--- src/rtl/arm_mc_pkg.sv ---
// Shared types and encodings for the multi-cycle ARM control unit.
package arm_mc_pkg;

    typedef enum logic [3:0] {
        FETCH, DECODE, MEMADR, MEMREAD, MEMWB, MEMWRITE,
        EXECUTER, EXECUTEI, ALUWB, BRANCH, FAULT
    } state_e;

    // ALU operation select
    localparam logic [1:0] ALU_ADD = 2'b00;
    localparam logic [1:0] ALU_SUB = 2'b01;
    localparam logic [1:0] ALU_AND = 2'b10;
    localparam logic [1:0] ALU_ORR = 2'b11;

    // Condition field encodings
    localparam logic [3:0] COND_EQ = 4'b0000;
    localparam logic [3:0] COND_NE = 4'b0001;
    localparam logic [3:0] COND_CS = 4'b0010;
    localparam logic [3:0] COND_CC = 4'b0011;
    localparam logic [3:0] COND_MI = 4'b0100;
    localparam logic [3:0] COND_PL = 4'b0101;
    localparam logic [3:0] COND_VS = 4'b0110;
    localparam logic [3:0] COND_VC = 4'b0111;
    localparam logic [3:0] COND_AL = 4'b1110;

    // Data-processing command encodings
    localparam logic [3:0] CMD_AND = 4'b0000;
    localparam logic [3:0] CMD_SUB = 4'b0010;
    localparam logic [3:0] CMD_ADD = 4'b0100;
    localparam logic [3:0] CMD_CMP = 4'b1010;
    localparam logic [3:0] CMD_ORR = 4'b1100;

    // Major opcode field
    localparam logic [1:0] OP_DP  = 2'b00;
    localparam logic [1:0] OP_MEM = 2'b01;
    localparam logic [1:0] OP_BR  = 2'b10;

    // Fault reasons
    localparam logic [1:0] FC_NONE    = 2'b00;
    localparam logic [1:0] FC_UNDEF   = 2'b01;
    localparam logic [1:0] FC_TIMEOUT = 2'b10;

endpackage

--- src/rtl/arm_mc_controller_cond_check.sv ---
// Condition-code evaluation against the registered NZCV flags.
module arm_cond_check
    import arm_mc_pkg::*;
(
    input  logic [3:0] cond_i,
    input  logic [3:0] flags_i,
    output logic       cond_ok_o
);

    logic n, z, c, v;
    assign {n, z, c, v} = flags_i;

    // Unsupported condition codes are treated as "do not execute"
    always_comb begin
        cond_ok_o = 1'b0;
        case (cond_i)
            COND_EQ: cond_ok_o = z;
            COND_NE: cond_ok_o = ~z;
            COND_CS: cond_ok_o = c;
            COND_CC: cond_ok_o = ~c;
            COND_MI: cond_ok_o = n;
            COND_PL: cond_ok_o = ~n;
            COND_VS: cond_ok_o = v;
            COND_VC: cond_ok_o = ~v;
            COND_AL: cond_ok_o = 1'b1;
            default: cond_ok_o = 1'b0;
        endcase
    end

endmodule

--- src/rtl/arm_mc_controller.sv ---
// Multi-cycle ARM control FSM: sequences one instruction over several
// cycles, owns NZCV, waits on memory with a timeout and latches faults.
module arm_mc_controller
    import arm_mc_pkg::*;
#(
    parameter int unsigned TIMEOUT_CYCLES = 16,
    parameter bit          USE_MEM_READY  = 1'b1
) (
    input  logic        clk,
    input  logic        reset,
    input  logic [31:0] instr,
    input  logic [3:0]  alu_flags,
    input  logic        mem_ready,
    output logic        pc_write,
    output logic        adr_src,
    output logic        mem_read,
    output logic        mem_write,
    output logic        ir_write,
    output logic        reg_write,
    output logic [1:0]  result_src,
    output logic        alu_src_a,
    output logic [1:0]  alu_src_b,
    output logic [1:0]  alu_ctl,
    output logic [1:0]  imm_src,
    output logic [1:0]  reg_src,
    output logic [3:0]  flags_q,
    output logic        fault,
    output logic [1:0]  fault_code
);

    localparam int CW = $clog2(TIMEOUT_CYCLES + 1) + 1;

    state_e          state_q, state_d;
    logic [3:0]      flags_d;
    logic [1:0]      fcode_q, fcode_d;
    logic [CW-1:0]   wait_q, wait_d;

    logic            rdy, cond_ok, in_wait, timeout_hit;
    logic [1:0]      op;
    logic [3:0]      cmd;
    logic            s_bit;
    logic [1:0]      ex_alu;
    logic            ex_legal, ex_cv, ex_cmp;

    assign rdy     = USE_MEM_READY ? mem_ready : 1'b1;
    assign op      = instr[27:26];
    assign cmd     = instr[24:21];
    assign s_bit   = instr[20];
    assign imm_src = instr[27:26];

    arm_cond_check u_cond (
        .cond_i    (instr[31:28]),
        .flags_i   (flags_q),
        .cond_ok_o (cond_ok)
    );

    // Only these states stall on memory and count toward the timeout
    assign in_wait     = (state_q == FETCH) || (state_q == MEMREAD) || (state_q == MEMWRITE);
    assign timeout_hit = (TIMEOUT_CYCLES != 0) && in_wait && !rdy
                         && ((32'(wait_q) + 32'd1) >= TIMEOUT_CYCLES);

    // Data-processing command decode: ALU op, legality, C/V update, CMP
    always_comb begin
        ex_alu   = ALU_ADD;
        ex_legal = 1'b1;
        ex_cv    = 1'b0;
        ex_cmp   = 1'b0;
        case (cmd)
            CMD_ADD: ex_cv = 1'b1;
            CMD_SUB: begin ex_alu = ALU_SUB; ex_cv = 1'b1; end
            CMD_AND: ex_alu = ALU_AND;
            CMD_ORR: ex_alu = ALU_ORR;
            // CMP without S would discard its only effect, so it is undefined
            CMD_CMP: begin ex_alu = ALU_SUB; ex_cv = 1'b1; ex_cmp = 1'b1; ex_legal = s_bit; end
            default: ex_legal = 1'b0;
        endcase
    end

    // Next state, flag update, fault latch and wait counter
    always_comb begin
        state_d = state_q;
        flags_d = flags_q;
        fcode_d = fcode_q;
        wait_d  = (in_wait && !rdy && !timeout_hit && TIMEOUT_CYCLES != 0)
                  ? wait_q + CW'(1) : '0;
        case (state_q)
            FETCH: begin
                if (timeout_hit) begin state_d = FAULT; fcode_d = FC_TIMEOUT; end
                else if (rdy)    state_d = DECODE;
            end
            DECODE: begin
                if (!cond_ok) state_d = FETCH;
                else begin
                    case (op)
                        OP_MEM:  state_d = MEMADR;
                        OP_DP:   state_d = instr[25] ? EXECUTEI : EXECUTER;
                        OP_BR:   state_d = BRANCH;
                        default: begin state_d = FAULT; fcode_d = FC_UNDEF; end
                    endcase
                end
            end
            MEMADR:  state_d = instr[20] ? MEMREAD : MEMWRITE;
            MEMREAD: begin
                if (timeout_hit) begin state_d = FAULT; fcode_d = FC_TIMEOUT; end
                else if (rdy)    state_d = MEMWB;
            end
            MEMWB:   state_d = FETCH;
            MEMWRITE: begin
                if (timeout_hit) begin state_d = FAULT; fcode_d = FC_TIMEOUT; end
                else if (rdy)    state_d = FETCH;
            end
            EXECUTER, EXECUTEI: begin
                if (!ex_legal) begin
                    state_d = FAULT;
                    fcode_d = FC_UNDEF;
                end else begin
                    if (s_bit) begin
                        flags_d[3:2] = alu_flags[3:2];
                        if (ex_cv) flags_d[1:0] = alu_flags[1:0];
                    end
                    state_d = ex_cmp ? FETCH : ALUWB;
                end
            end
            ALUWB, BRANCH: state_d = FETCH;
            FAULT:         state_d = FAULT;
            default:       state_d = FETCH;
        endcase
    end

    // Moore decode of datapath controls; everything is forced low in reset
    always_comb begin
        pc_write   = 1'b0;
        adr_src    = 1'b0;
        mem_read   = 1'b0;
        mem_write  = 1'b0;
        ir_write   = 1'b0;
        reg_write  = 1'b0;
        result_src = 2'b00;
        alu_src_a  = 1'b0;
        alu_src_b  = 2'b00;
        alu_ctl    = ALU_ADD;
        reg_src    = 2'b00;
        case (state_q)
            FETCH: begin
                mem_read   = 1'b1;
                alu_src_a  = 1'b1;
                alu_src_b  = 2'b10;
                result_src = 2'b10;
                ir_write   = rdy;
                pc_write   = rdy;
            end
            DECODE: begin
                alu_src_a = 1'b1;
                alu_src_b = 2'b10;
            end
            MEMADR:   alu_src_b = 2'b01;
            MEMREAD:  begin mem_read = 1'b1; adr_src = 1'b1; end
            MEMWB:    begin reg_write = 1'b1; result_src = 2'b01; end
            MEMWRITE: begin mem_write = 1'b1; adr_src = 1'b1; reg_src[1] = 1'b1; end
            EXECUTER: alu_ctl = ex_alu;
            EXECUTEI: begin alu_ctl = ex_alu; alu_src_b = 2'b01; end
            ALUWB:    reg_write = 1'b1;
            BRANCH: begin
                reg_src[0] = 1'b1;
                alu_src_b  = 2'b01;
                result_src = 2'b10;
                pc_write   = 1'b1;
            end
            default: ;
        endcase
        if (!reset) begin
            pc_write   = 1'b0;
            adr_src    = 1'b0;
            mem_read   = 1'b0;
            mem_write  = 1'b0;
            ir_write   = 1'b0;
            reg_write  = 1'b0;
            result_src = 2'b00;
            alu_src_a  = 1'b0;
            alu_src_b  = 2'b00;
            alu_ctl    = ALU_ADD;
            reg_src    = 2'b00;
        end
    end

    assign fault      = (state_q == FAULT);
    assign fault_code = fcode_q;

    // State, flags, fault reason and wait counter registers
    always_ff @(posedge clk or negedge reset) begin
        if (!reset) begin
            state_q <= FETCH;
            flags_q <= 4'b0000;
            fcode_q <= FC_NONE;
            wait_q  <= '0;
        end else begin
            state_q <= state_d;
            flags_q <= flags_d;
            fcode_q <= fcode_d;
            wait_q  <= wait_d;
        end
    end

endmodule

--- config.mk ---
export PLATFORM = sky130hd
export DESIGN_NAME = arm_mc_controller
export DESIGN_NICKNAME = d
export VERILOG_FILES = /design/src/rtl/arm_mc_pkg.sv /design/src/rtl/arm_mc_controller_cond_check.sv /design/src/rtl/arm_mc_controller.sv
export SDC_FILE = /design/constraint.sdc
export NUM_CORES = 1
export LEC_CHECK = 0
export BUFFER_PORTS_ARGS = -buffer_cell sky130_fd_sc_hd__clkbuf_2
export CAP_MARGIN = 20
export CORE_MARGIN = 4
export CORE_UTILIZATION = 32
export DETAILED_ROUTE_END_ITERATION = 12
export PLACE_DENSITY_LB_ADDON = 0.12
export SYNTH_ARGS = -nofsm -noshare
export SYNTH_HDL_FRONTEND = slang
export SYNTH_SLANG_ARGS = --single-unit
--- constraint.sdc ---
create_clock -name clk -period 4.6 [get_ports clk]
set_clock_uncertainty 0.15 [all_clocks]
set_input_delay 0.23 -clock clk [delete_from_list [all_inputs] [get_ports clk]]
set_output_delay 0.23 -clock clk [all_outputs]
set_load 0.005 [all_outputs]
==> results.tsv, run 1 <==
metric	value	unit
status	complete, no violations	
actual slew at the worst max-slew pin	0.640	ns
Synth Flop Type	dfrtp_1	
YS warnings	0	
share of cells above drive strength 1	32.6	%
Critical Path AT	2.13	ns
fin crit period	2.51	ns
Routed WL	2.87	mm
worst skew pair latency	0.24	ns
count of final max-slew check failures	0	
Seq/Total Area, Yosys	33.4	%
leak pwr	0.712	nW
number of global-route vias before repair	1093	
die width	69.2	um
PD cells	451	nW/um2
top post-synthesis cells by area	dfrtp_1, nor2_1, mux2_2	
Clock transition at path regs	0.06	ns
DP HPWL	2.29	mm
Netlist Area Pre-Place	1200	um2
Core Footprint	3470	um2
Die Y	69.2	um
worst hold path type	input pin to flop	
IO Pins	63	
Num Clock Sinks	16	
Clock Root Buffer	clkbuf_8	
register area	400	um2
fill count	382	
FF+latch count, synth	16	
async set-reset flop share out of synthesis	100	%
pre-CTS setup slack	2.35	ns
# nets final	218	
Worst Hold Launch	alu_flags[0]	
RSZ-0062 raised after global routing	no	
Max Fclk	398	MHz
peak supply drop	171	uV
largest net degree at the start of global routing	24	
post-synth top area share	33.4	%
first-pass GRT wire length	4.89	mm
first-pass iteration count of the detailed router	4	
most area-hungry cell type in the Yosys netlist	dfrtp_1	
Worst EP required	4.22	ns
synth cell count leaders	dfrtp_1, nor2_1, inv_1, nand2_1, nand2b_1	
CTS tree	built	
initial antenna violation count	0	
crit end category	output port	
Crit Path Class	flop to output port	
hold_ws	0.0635	ns
Setup TNS Final	0	ns
Worst setup SP type	flop	
Rows	21	
vias per cell	5.09	
Clock Path Buffers	2	
area grow syn2layout	21.2	%
die area	4790	um2
fin util	41.9	%
mean post-synth cell area	8.69	um2
Hold Vio Cnt, Final	0	
Final setup viols	0	
most frequent cell after synthesis	dfrtp_1	
RR Startpoint	state_q[2]	
initial DRC count	38	
Post-CTS Setup Inserts	0	
area of the multi-input gates	707	um2
GR Util All Layers	12.0	%
GP Congestion	0.782	
fin cells	221	
# DRC	0	
Post-synth EDFFs	0	
PostCTS Resize Cnt	0	
post-synth cell types	47	
Final period util	54.7	%
initial core utilization	34.6	%
CTS Hold Bufs	1	
# diodes	0	
H-tree Lvls	1	
setup ws final	2.09	ns
TritonCTS Buffers	3	
max_cap viols	0	
vias after detailed routing	1124	
Slew Limit Headroom	57.3	%
Crit Path Max Fanout	18	
cell count after synthesis	138	
drt wl/cell	13.0	um
IO buf count	42	
ANT nets after route	0	
Worst Setup SP	state_q[2]	
DP Cell Count	217	
residual overflow from global routing	0	
-- logic make-up after synthesis --
kind of cell	synth area share (%)
mux	5.43
buf+inv	7.93
fa+ha+maj	2.09
other cells	0.313
simple gates	29.6
compound gates	16.9
xor+xnor	4.28
flops	33.4
-- stage by stage --
stage                     total power [mW]  instance area [um2]
after floorplan                      0.472                 1200
after global placement               0.552                 1400
after detailed placement             0.557                 1400
after CTS                            0.665                 1450
after global routing                 0.718                 1450
final                                0.655                 1450
-- flip-flops by register name, summed over array words and instances, names as in the netlist --
name,cells
fault_code,2
flags_q,4
state_q,4
wait_q,6
-- cell usage in the layout, fill, tap and decap left out, drive strengths merged, types with 2 or more instances in the layout --
master,netlist,routed
a211oi,2,2
a21oi,4,4
a311oi,2,2
a31oi,2,2
a32oi,2,2
and3,4,4
and4,2,2
clkbuf,0,45
conb,1,2
dfrtp,16,16
ha,2,2
inv,7,7
mux2,4,4
mux2i,2,2
nand2,7,7
nand2b,7,7
nand3,3,3
nor2,14,14
nor2b,5,5
nor3,6,6
nor3b,2,2
o211ai,2,2
o21ai,7,7
or2,3,3
or3,2,2
or4,2,2
xnor2,2,2
xor2,3,3
-- critical path: stages (launching register included) --
cell      delay (ns)
dfrtp_1         0.75
and2b_1         0.29
nand2_1         0.10
nor2_1          0.16
nand2_1         0.09
nor4_1          0.32
clkbuf_2        0.17
-- final timing paths --
| check | endpoint | slack (ns) | depth (start not counted) |
|---|---|---|---|
| worst max-delay path | alu_ctl[1] | 2.09 | 6 |
| worst min-delay path | flags_q[0] | 0.06 | 2 |
| worst max register to register | state_q[0] | 2.41 | 5 |
| worst min register to register | fault_code[0] | 0.33 | 1 |
| max in group asynchronous | wait_q[3] | 3.62 | 2 |
| min in group asynchronous | fault_code[0] | 0.33 | 2 |
-- metal layers --
metal / share of wire [%] / vias up / routed length [um] / global-route usage, %
li1: - / 558 / - / -
met1: 44 / 539 / 1250 / 14.6
met2: 51 / 25 / 1470 / 21.1
met3: 4.6 / 2 / 131 / 3.04
met4: 0.56 / 0 / 16 / 2.82
met5: 0 / - / 0 / 0
-- report_power, final --
group	internal [mW]	switching [mW]
logic	0.147	0.154
clock network	0.0580	0.0448
registers	0.176	0.0756
-- area by class of cell --
type                            count  area share, %
Multi-Input combinational cell    106           48.7
Sequential cell                    16           27.6
Timing Repair Buffer               43           15.2
Tap cell                           46           3.96
Clock buffer                        3           2.84
Inverter                            7           1.81
No activity file was read; power rests on OpenSTA's default activity.
==> run 2, diff against run 1 <==
clock period = 2.5 ns   (was 4.6 ns; I/O delays follow)
==> run 2 against run 1 <==
Non-clock buffer count grew 6. Worst setup slack lost 1.9 ns. Critical path type unchanged. Sequential share of layout area shrank 1.3 points. Utilization grew 2.1 points. Clock power grew 130%. Wire length grew 4.2%. Power grew 93%. Via count grew 1.2%. Highest routed layer is now met3.
==> results.tsv, run 2 (same netlist as run 1, synthesis figures left out) <==
metric	value	unit	change
Worst setup SP type	flop		unchanged
GR Util All Layers	12.4	%	was 12.0%
IO Pins	63		unchanged
residual overflow from global routing	0		unchanged
PD cells	829	nW/um2	was 451 nW/um2
Die Y	69.2	um	unchanged
Critical Path AT	2.06	ns	was 2.13 ns
Psw	0.522	mW	was 0.274 mW
area grow syn2layout	27.1	%	was 21.2%
Post-CTS Setup Inserts	0		unchanged
drt wl/cell	13.1	um	was 13.0 um
Final period util	93.5	%	
final instance area	1520	um2	was 1450 um2
Worst EP required	2.23	ns	was 4.22 ns
Routed WL	2.99	mm	was 2.87 mm
fin cells	228		was 221
Hold EP	state_q[0]		was flags_q[0]
TritonCTS Buffers	3		unchanged
largest registers	wait_q x6, flags_q x4, state_q x4		unchanged
# DRC	0		unchanged
max_cap viols	0		unchanged
CTS tree	built		unchanged
Hold Vio Cnt, Final	0		unchanged
FF-to-FF End	state_q[0]		unchanged
Clock transition at path regs	0.07	ns	was 0.06 ns
pre-CTS setup slack	0.346	ns	was 2.35 ns
worst hold path type	input pin to flop		unchanged
number of global-route vias before repair	1104		was 1,093
leak pwr	0.744	nW	was 0.712 nW
Crit Path Max Fanout	18		unchanged
Largest Register	wait_q		unchanged
H-tree Lvls	1		unchanged
status	complete, no violations		unchanged
hold path cells	3		was 2
share of cells above drive strength 1	32.4	%	was 32.6%
ANT nets after route	0		unchanged
Reg2Reg Depth	5		unchanged
# nets final	224		was 218
initial core utilization	34.6	%	unchanged
fin crit period	2.34	ns	
vias after detailed routing	1138		was 1,124
switching portion of total power	41.4	%	was 41.8%
Core Footprint	3470	um2	unchanged
Cell Area, Placed	1410	um2	was 1400 um2
Clock Root Buffer	clkbuf_8		unchanged
DP HPWL	2.43	mm	was 2.29 mm
Worst Hold Launch	instr[25]		was alu_flags[0]
reg2reg setup slack	0.33	ns	was 2.41 ns
IO buf count	42		unchanged
first-pass iteration count of the detailed router	4		unchanged
worst skew pair latency	0.25	ns	was 0.24 ns
Clock Power Share	18.6	%	was 15.7%
Final setup viols	0		unchanged
peak supply drop	465	uV	was 171 uV
DP Cell Count	218		was 217
Num Clock Sinks	16		unchanged
Combinational Power Share	45.0	%	was 45.9%
Total Power	1.26	mW	was 0.655 mW
actual slew at the worst max-slew pin	0.585	ns	was 0.640 ns
setup ws final	0.162	ns	was 2.09 ns
die width	69.2	um	unchanged
die area	4790	um2	unchanged
initial DRC count	51		was 38
Pint	0.741	mW	was 0.381 mW
Reg power frac	36.3	%	was 38.4%
Setup TNS Final	0	ns	unchanged
Clock Path Buffers	2		unchanged
RR Startpoint	state_q[2]		unchanged
Rows	21		unchanged
first-pass GRT wire length	5.04	mm	was 4.89 mm
count of final max-slew check failures	0		unchanged
Crit Path Class	flop to output port		unchanged
GP Congestion	0.779		was 0.782
initial antenna violation count	0		unchanged
highest-count cells in the layout ignoring fill and taps	clkbuf_2, dfrtp_1, nor2_1		unchanged
vias per cell	4.99		was 5.09
RSZ-0062 raised after global routing	no		unchanged
crit end category	output port		unchanged
commonest non-fill, non-tap cell in the layout	clkbuf_2		unchanged
Largest register FFs	6		unchanged
Slew Limit Headroom	60.0	%	was 57.3%
Max Fclk	428	MHz	
largest net degree at the start of global routing	19		was 24
# diodes	0		unchanged
==> run 2: worst max path at each step <==
stage,startpoint,end,cells past startpoint
final,state_q[2],alu_ctl[1],6
after CTS,state_q[2],alu_ctl[1],6
after detailed placement,state_q[2],state_q[0],5
after global placement,state_q[2],state_q[0],5
after floorplan,wait_q[0],state_q[0],6
after global routing,state_q[2],alu_ctl[1],6
==> run 2: final cells by class <==
cell class,instances,area [um2]
fill,363,1940
multi-input combinational,106,707
sequential,16,400
timing repair buffer,49,278
tap,46,57.6
clock buffer,4,55.1
inverter,7,26.3
==> run 2: timing repair <==
| item | 4_1_cts | 5_1_grt |
|---|---|---|
| hold endpoints to repair | 21 | 0 |
| gates resized for setup | 0 | 0 |
| hold buffers | 6 | 0 |
==> run 2: critical path, stage by stage, from the launching register on <==
cell      delay (ns)
dfrtp_1         0.74
and2b_1         0.28
nand2_1         0.11
nor2_1          0.15
nand2_1         0.10
nor4_1          0.27
clkbuf_2        0.16
==> run 2: per-layer routing <==
layer	routed length [um]	share of wire [%]	global-route usage (%)
met3	108	3.6	2.61
met4	0	0	1.95
met5	0	0	0
met2	1540	52	22.7
met1	1340	45	15.0
==> run 2: metrics by stage <==
step | hold WS [ns] | utilization (%)
after floorplan | -0.321 | -
after detailed placement | -0.137 | 40.6
after CTS | 0.0405 | 43.9
after global placement | -0.142 | 40.6
after global routing | 0.0490 | 43.9
final | 0.0383 | 43.9
==> run 2: power groups by stage <==
| stage | combinational [mW] | sequential [mW] | clock (mW) |
|---|---|---|---|
| 2_1_floorplan | 0.498 | 0.370 | 0 |
| 4_1_cts | 0.577 | 0.459 | 0.245 |
| 3_5_place_dp | 0.569 | 0.465 | 0 |
| 3_3_place_gp | 0.555 | 0.462 | 0 |
| 5_1_grt | 0.635 | 0.479 | 0.256 |
| 6_report | 0.569 | 0.459 | 0.235 |
